[config.mk]
export PLATFORM = sky130hd
export DESIGN_NAME = inst_fetch
export DESIGN_NICKNAME = d
export VERILOG_FILES = /design/src/rtl/inst_fetch.sv
export SDC_FILE = /design/constraint.sdc
export NUM_CORES = 1
export LEC_CHECK = 0
export BUFFER_PORTS_ARGS = -buffer_cell sky130_fd_sc_hd__buf_2
export CORE_MARGIN = 3
export CORE_UTILIZATION = 30
export CTS_CLUSTER_SIZE = 20
export DETAILED_ROUTE_END_ITERATION = 7
export MAX_ROUTING_LAYER = met4
export SETUP_SLACK_MARGIN = 0.2
export SYNTH_ARGS = -nofsm -noshare
export SYNTH_HDL_FRONTEND = slang
export SYNTH_SLANG_ARGS = --single-unit
[constraint.sdc]
create_clock -name clk -period 7.1 [get_ports clk]
set_clock_uncertainty 0.2 [all_clocks]
set_input_delay 1.065 -clock clk [delete_from_list [all_inputs] [get_ports clk]]
set_output_delay 1.065 -clock clk [all_outputs]
set_load 0.05 [all_outputs]
[src/rtl/inst_fetch.sv]
// -----------------------------------------------------------------------------
// inst_fetch -- instruction-fetch stage.
//
// Holds the fetch PC, issues reads to a synchronous instruction memory and
// presents one instruction plus its PC per cycle to decode. Memory read data
// is only valid for the cycle after the read, so a one-entry hold register
// keeps the presented instruction alive while decode stalls. A redirect from
// execute restarts fetch at the target and squashes the instruction presented
// in the redirect cycle (the read in flight is simply never presented).
//
// Ports:
//   clk, rst        clock; asynchronous active-high reset
//   stall_i         decode cannot accept the presented instruction
//   redirect_i      restart fetch at redirect_pc_i (bits [1:0] ignored)
//   redirect_pc_i   redirect target byte address
//   imem_en_o       read strobe to instruction memory
//   imem_addr_o     read byte address (word aligned)
//   imem_rdata_i    read data, valid the cycle after an enabled read
//   inst_o, pc_o    presented instruction and its byte address
//   inst_valid_o    inst_o is a real, non-squashed instruction
// -----------------------------------------------------------------------------
module inst_fetch #(
   parameter logic [31:0] RESET_PC = 32'h1000_0000,
   parameter logic [31:0] NOP_INST = 32'h0000_0013
) (
   input  logic        clk,
   input  logic        rst,
   input  logic        stall_i,
   input  logic        redirect_i,
   input  logic [31:0] redirect_pc_i,
   output logic        imem_en_o,
   output logic [31:0] imem_addr_o,
   input  logic [31:0] imem_rdata_i,
   output logic [31:0] inst_o,
   output logic [31:0] pc_o,
   output logic        inst_valid_o
);

   // EMPTY: nothing to present; LIVE: memory data is the instruction;
   // HELD: the hold register is the instruction.
   typedef enum logic [1:0] {
      S_EMPTY = 2'd0,
      S_LIVE  = 2'd1,
      S_HELD  = 2'd2
   } state_t;

   state_t      r_state, w_state_nxt;
   logic [31:0] r_pc;          // next sequential fetch address
   logic [31:0] r_resp_pc;     // address of the read issued last cycle
   logic [31:0] r_hold_inst;
   logic [31:0] r_hold_pc;
   logic        w_capture;     // LIVE instruction must be saved before it vanishes
   logic [31:0] w_tgt;
   logic        w_unused_bits;

   assign w_tgt         = {redirect_pc_i[31:2], 2'b00};
   assign w_unused_bits = ^redirect_pc_i[1:0];

   always_ff @(posedge clk or posedge rst) begin
      if (rst) r_state <= S_EMPTY;
      else     r_state <= w_state_nxt;
   end

   always_comb begin
      w_state_nxt  = r_state;
      w_capture    = 1'b0;
      imem_en_o    = 1'b0;
      imem_addr_o  = r_pc;
      inst_o       = NOP_INST;
      pc_o         = r_resp_pc;
      inst_valid_o = 1'b0;

      case (r_state)
         S_LIVE: begin
            inst_o       = imem_rdata_i;
            inst_valid_o = 1'b1;
         end
         S_HELD: begin
            inst_o       = r_hold_inst;
            pc_o         = r_hold_pc;
            inst_valid_o = 1'b1;
         end
         default: ;
      endcase

      if (rst) begin
         // State registers already sit at reset values; only the memory
         // port needs forcing, since it is driven by the decision logic.
         imem_addr_o = '0;
      end else if (redirect_i) begin
         // Wrong-path squash: whatever is presented now is discarded.
         imem_en_o    = 1'b1;
         imem_addr_o  = w_tgt;
         inst_o       = NOP_INST;
         inst_valid_o = 1'b0;
         w_state_nxt  = S_LIVE;
      end else if (stall_i) begin
         if (r_state == S_LIVE) begin
            w_state_nxt = S_HELD;
            w_capture   = 1'b1;
         end
      end else begin
         imem_en_o   = 1'b1;
         w_state_nxt = S_LIVE;
      end
   end

   always_ff @(posedge clk or posedge rst) begin
      if (rst) begin
         r_pc        <= RESET_PC;
         r_resp_pc   <= RESET_PC;
         r_hold_inst <= '0;
         r_hold_pc   <= '0;
      end else if (redirect_i) begin
         r_pc      <= w_tgt + 32'd4;
         r_resp_pc <= w_tgt;
      end else if (stall_i) begin
         if (w_capture) begin
            r_hold_inst <= imem_rdata_i;
            r_hold_pc   <= r_resp_pc;
         end
      end else begin
         r_pc      <= r_pc + 32'd4;
         r_resp_pc <= r_pc;
      end
   end

endmodule
* Yosys cells after proc, flatten, opt, wreduce, memory -nomap -nowiden
Index checks and enable logic that the tools add are counted.
** Storage, ports and cells
- Register bits :: 130
- Bits of input ports :: 68
- Word-level logic and storage cells :: 39
** Operators by class
- Add/subtract/negate cells :: 2
- Eq/ne operators :: 4
- Mux-type cells :: 23
- Bitwise logic cells :: 2
- Reduce and logical (&&, ||, !) cells :: 3
** Operators with widths (number)
- $mux 32 :: 9
- $add 32x3->32 const B :: 2
- $pmux 32 s2 :: 1
- $mux 1 :: 10
- $mux 2 :: 3
- $ne 3x1->1 const B :: 1
- $reduce_and 3->1 :: 1
- $eq 2x1->1 const B :: 1
- $eq 2x2->1 const B :: 1
- $ne 2x1->1 const B :: 1
- $not 1->1 :: 2
- $reduce_and 2->1 :: 1
- $reduce_or 2->1 :: 1

* Logic depth before layout (Yosys ltp)
- Depth in word-level cells :: 6
- Gate-level depth with buffers :: 13

* Worst setup path before layout
Ideal clock, no wire load.
- Path kind :: in2out
- Start :: input port rst
- End :: output port inst_valid_o
- Data arrival time :: 4.646 ns
- Setup slack :: 1.189 ns
- Stages on the path :: 4
- Buffers on the path :: 1
- Cell sequence :: inv_1 -> a21o_1 -> clkbuf_1 -> inv_1
** On the way
- Word-level cells in the longest chain between the ends :: 1
** RTL lines
- start, declared :: line 27 : input logic rst,
- $mux 1 :: line 86 : if (rst) begin
- end, declared :: line 36 : output logic inst_valid_o
Every way passes these cells.

* Worst setup path after layout
- Start :: input port rst
- End :: output port inst_o[0]
** On the way
- Word-level cells in the longest chain between the ends :: 1
** RTL lines
- $mux 32 :: line 86
- end, declared :: line 34 : output logic [31:0] inst_o,
Every way passes these cells.

==> metrics <==
final core utilization 37.9%; initial antenna violation count 3; Final Hold Fails 0; final worst slack 2450 ps; Placeable Area 23800 µm²; P_leak 0.00394 µW; Setup Viol. Count Final 0; CP Capture Type primary output; largest cells by area after synthesis dfrtp_1 42%, mux2_2 14%, mux2i_1 7.5%; Max Cap Viol 0; post-synth top area cell dfrtp_1; synth warn 0; total die area 26400 µm²; Initial Util 31.0%; CTS Root Buffer Type clkbuf_16; Crit Path Category primary input to primary output; CTS Hold Buffers Added 0; maximum vdd drop 169 µV; CTS tree yes; DR DRC count 0; vias in the first global route 5656; iteration count of the initial detailed-routing pass 4; global placer's final weighted congestion 0.835; post-synthesis cell area 7350 µm²; Tcrit/Tclk final 65.4%; Most Crowded Layer GR met2; crit path cell chain buf_2 -> buf_4 -> inv_4 -> a21o_1 -> a221o_1 -> buf_2; Site Rows 56; share of cells above drive strength 1 35.6%; DRT iter0 DRCs 431; setup bufs post-CTS 0; CTS Sinks 124; Reg clk slew, reported paths 60 ps; max-slew violations 0; Horiz. Die Dim 163 µm; IO buf count 159; Post-synth EDFFs 0; final setup TNS 0 ps; global-route wire length before repair 30.8 mm; CTS H-tree lvls 4; Hold/Removal Path Class register to register; Yosys reg bits 124; share of the synthesized area in the top cell type 41.5%; Post-synth ARST share 100%; met3 GRT Util 3.79%; actual slew at the worst max-slew pin 1220 ps; via/cell ratio 4.88; largest net degree at the start of global routing 91; Critical Path RT 5830 ps; Arr. time, crit path 3380 ps; worst-skew pair later-pin latency 420 ps; distinct cell type count after synthesis 45; CP max-delay cell a21o_1; Die Span Y 163 µm; routed wire length 19.3 mm; nets@finish 931; met1 Track Usage GR 19.3%; unrepaired setup endpoints after global routing no; hpwl dp 13.8 mm; Peak Freq 0.215 GHz; Syn Area/Cell 10.1 µm²; GRT overflow 0; Post-DP Area 8370 µm²; Synth Flop Type dfrtp_1; CP startpoint kind primary input; Crit path largest cell delay 890 ps; Setup WS pre-CTS 2380 ps; Crit path top cell by count buf_2; area grow syn2layout 22.3%; Cells after Synth 726; Final ANT Viol Nets 0; CTS Buf Count 17; GRT Util Overall 15.1%; routed vias 5829; met2 usage 23.6%; fillers 2386; outcome complete, no violations; Resized cells post-CTS 0; Rel. slew slack 18.8%; Wirelength per Cell 16.2 µm; design area 8990 µm²; clock buffer depth 2; register area share after synthesis 42.2%; Power Dens Cells 310 nW/µm²; CP max FO 56; IO Count 166; minimum clock period after layout 4650 ps
-- through the flow --
stage / power, µW / cells / hold WS (ps)
final: 2790 / 1194 / 304
after global routing: 2930 / 1194 / 316
after CTS: 2820 / 1191 / 304
after detailed placement: 1900 / 1159 / 290
after global placement: 1880 / 1159 / 283
after floorplan: 1710 / 729 / 275
-- where the power goes --
group / total, µW / switching [µW] / internal [µW]
logic: 863 / 553 / 311
clock network: 901 / 343 / 558
registers: 1020 / 121 / 899
total: 2790 / 1020 / 1770
-- flip-flops by register name (all words and copies together) (netlist names) --
signal       cells
r_state          2
r_hold_pc       30
r_pc            30
r_resp_pc       30
r_hold_inst     32
-- layer usage --
metal / part of all wire (%) / wire length [µm]
met4: 1.6 / 301
met2: 47 / 9160
met3: 4.9 / 948
met5: 0 / 0
met1: 46 / 8880
-- cell usage after synthesis (5+ instances only) --
cell type,number
nand3b_1,7
buf_4,5
inv_1,8
xnor2_1,46
nand2b_1,26
xor2_1,8
nor2_1,64
a22oi_1,32
nor3_1,8
dfrtp_1,122
buf_1,6
nand2_1,55
nand4_1,10
a21oi_1,37
clkbuf_1,28
mux2_2,94
nand3_1,18
nand4b_1,5
buf_2,14
mux2i_1,55
o21ai_0,33
-- kinds of logic (layout without fill, tap and decap cells) --
kind of cell | Yosys count | after routing | synth area share [%]
xor gates and xnor gates | 54 | 54 | 6.43
muxes | 149 | 149 | 21.9
AOI/OAI and AO/OA | 118 | 118 | 9.90
adders and majority gates | 4 | 4 | 0.681
other | 1 | 7 | 0.0510
DFF | 124 | 124 | 42.2
buffers and inverters | 63 | 206 | 3.91
and+or+nand+nor | 213 | 213 | 14.9
-- placed cells by master, fill, tap and decap left out, types with 10 or more instances in the layout --
cell type	n
mux2i_1	55
xnor2_1	46
nand2b_1	26
nand2_1	55
a22oi_1	32
buf_2	158
dfrtp_1	122
a21oi_1	37
nand4_1	10
nand3_1	18
nor2_1	63
o21ai_0	33
mux2_2	94
clkbuf_16	17
-- final timing paths --
check                           endpoint  slack, ps  cells after the start    startpoint
setup / recovery               inst_o[0]       2450                      6           rst
hold / removal              r_hold_pc[5]        300                      1  r_hold_pc[5]
setup reg to reg           r_hold_pc[24]       3320                      6    r_state[1]
hold reg to reg             r_hold_pc[5]        300                      1  r_hold_pc[5]
max in group asynchronous       r_pc[26]       4430                      4           rst
min in group asynchronous        r_pc[5]        870                      3           rst
-- critical path: cells and delay by family --
family          cells  cell delay [ps]
compound gates      2             1120
buf+inv             4             1160
-- layout make-up --
class                   count  area, µm²  area share (%)
well taps                 319        399            4.44
clock buffers              17        425            4.73
clock inverters            15        188            2.09
repair buffers            166        851            9.46
inverters                   8       32.5           0.362
diodes                      3       7.51          0.0835
multi-input cells         542       3980            44.3
flip-flops and latches    124       3110            34.5
No activity file was read; power rests on OpenSTA's default activity.
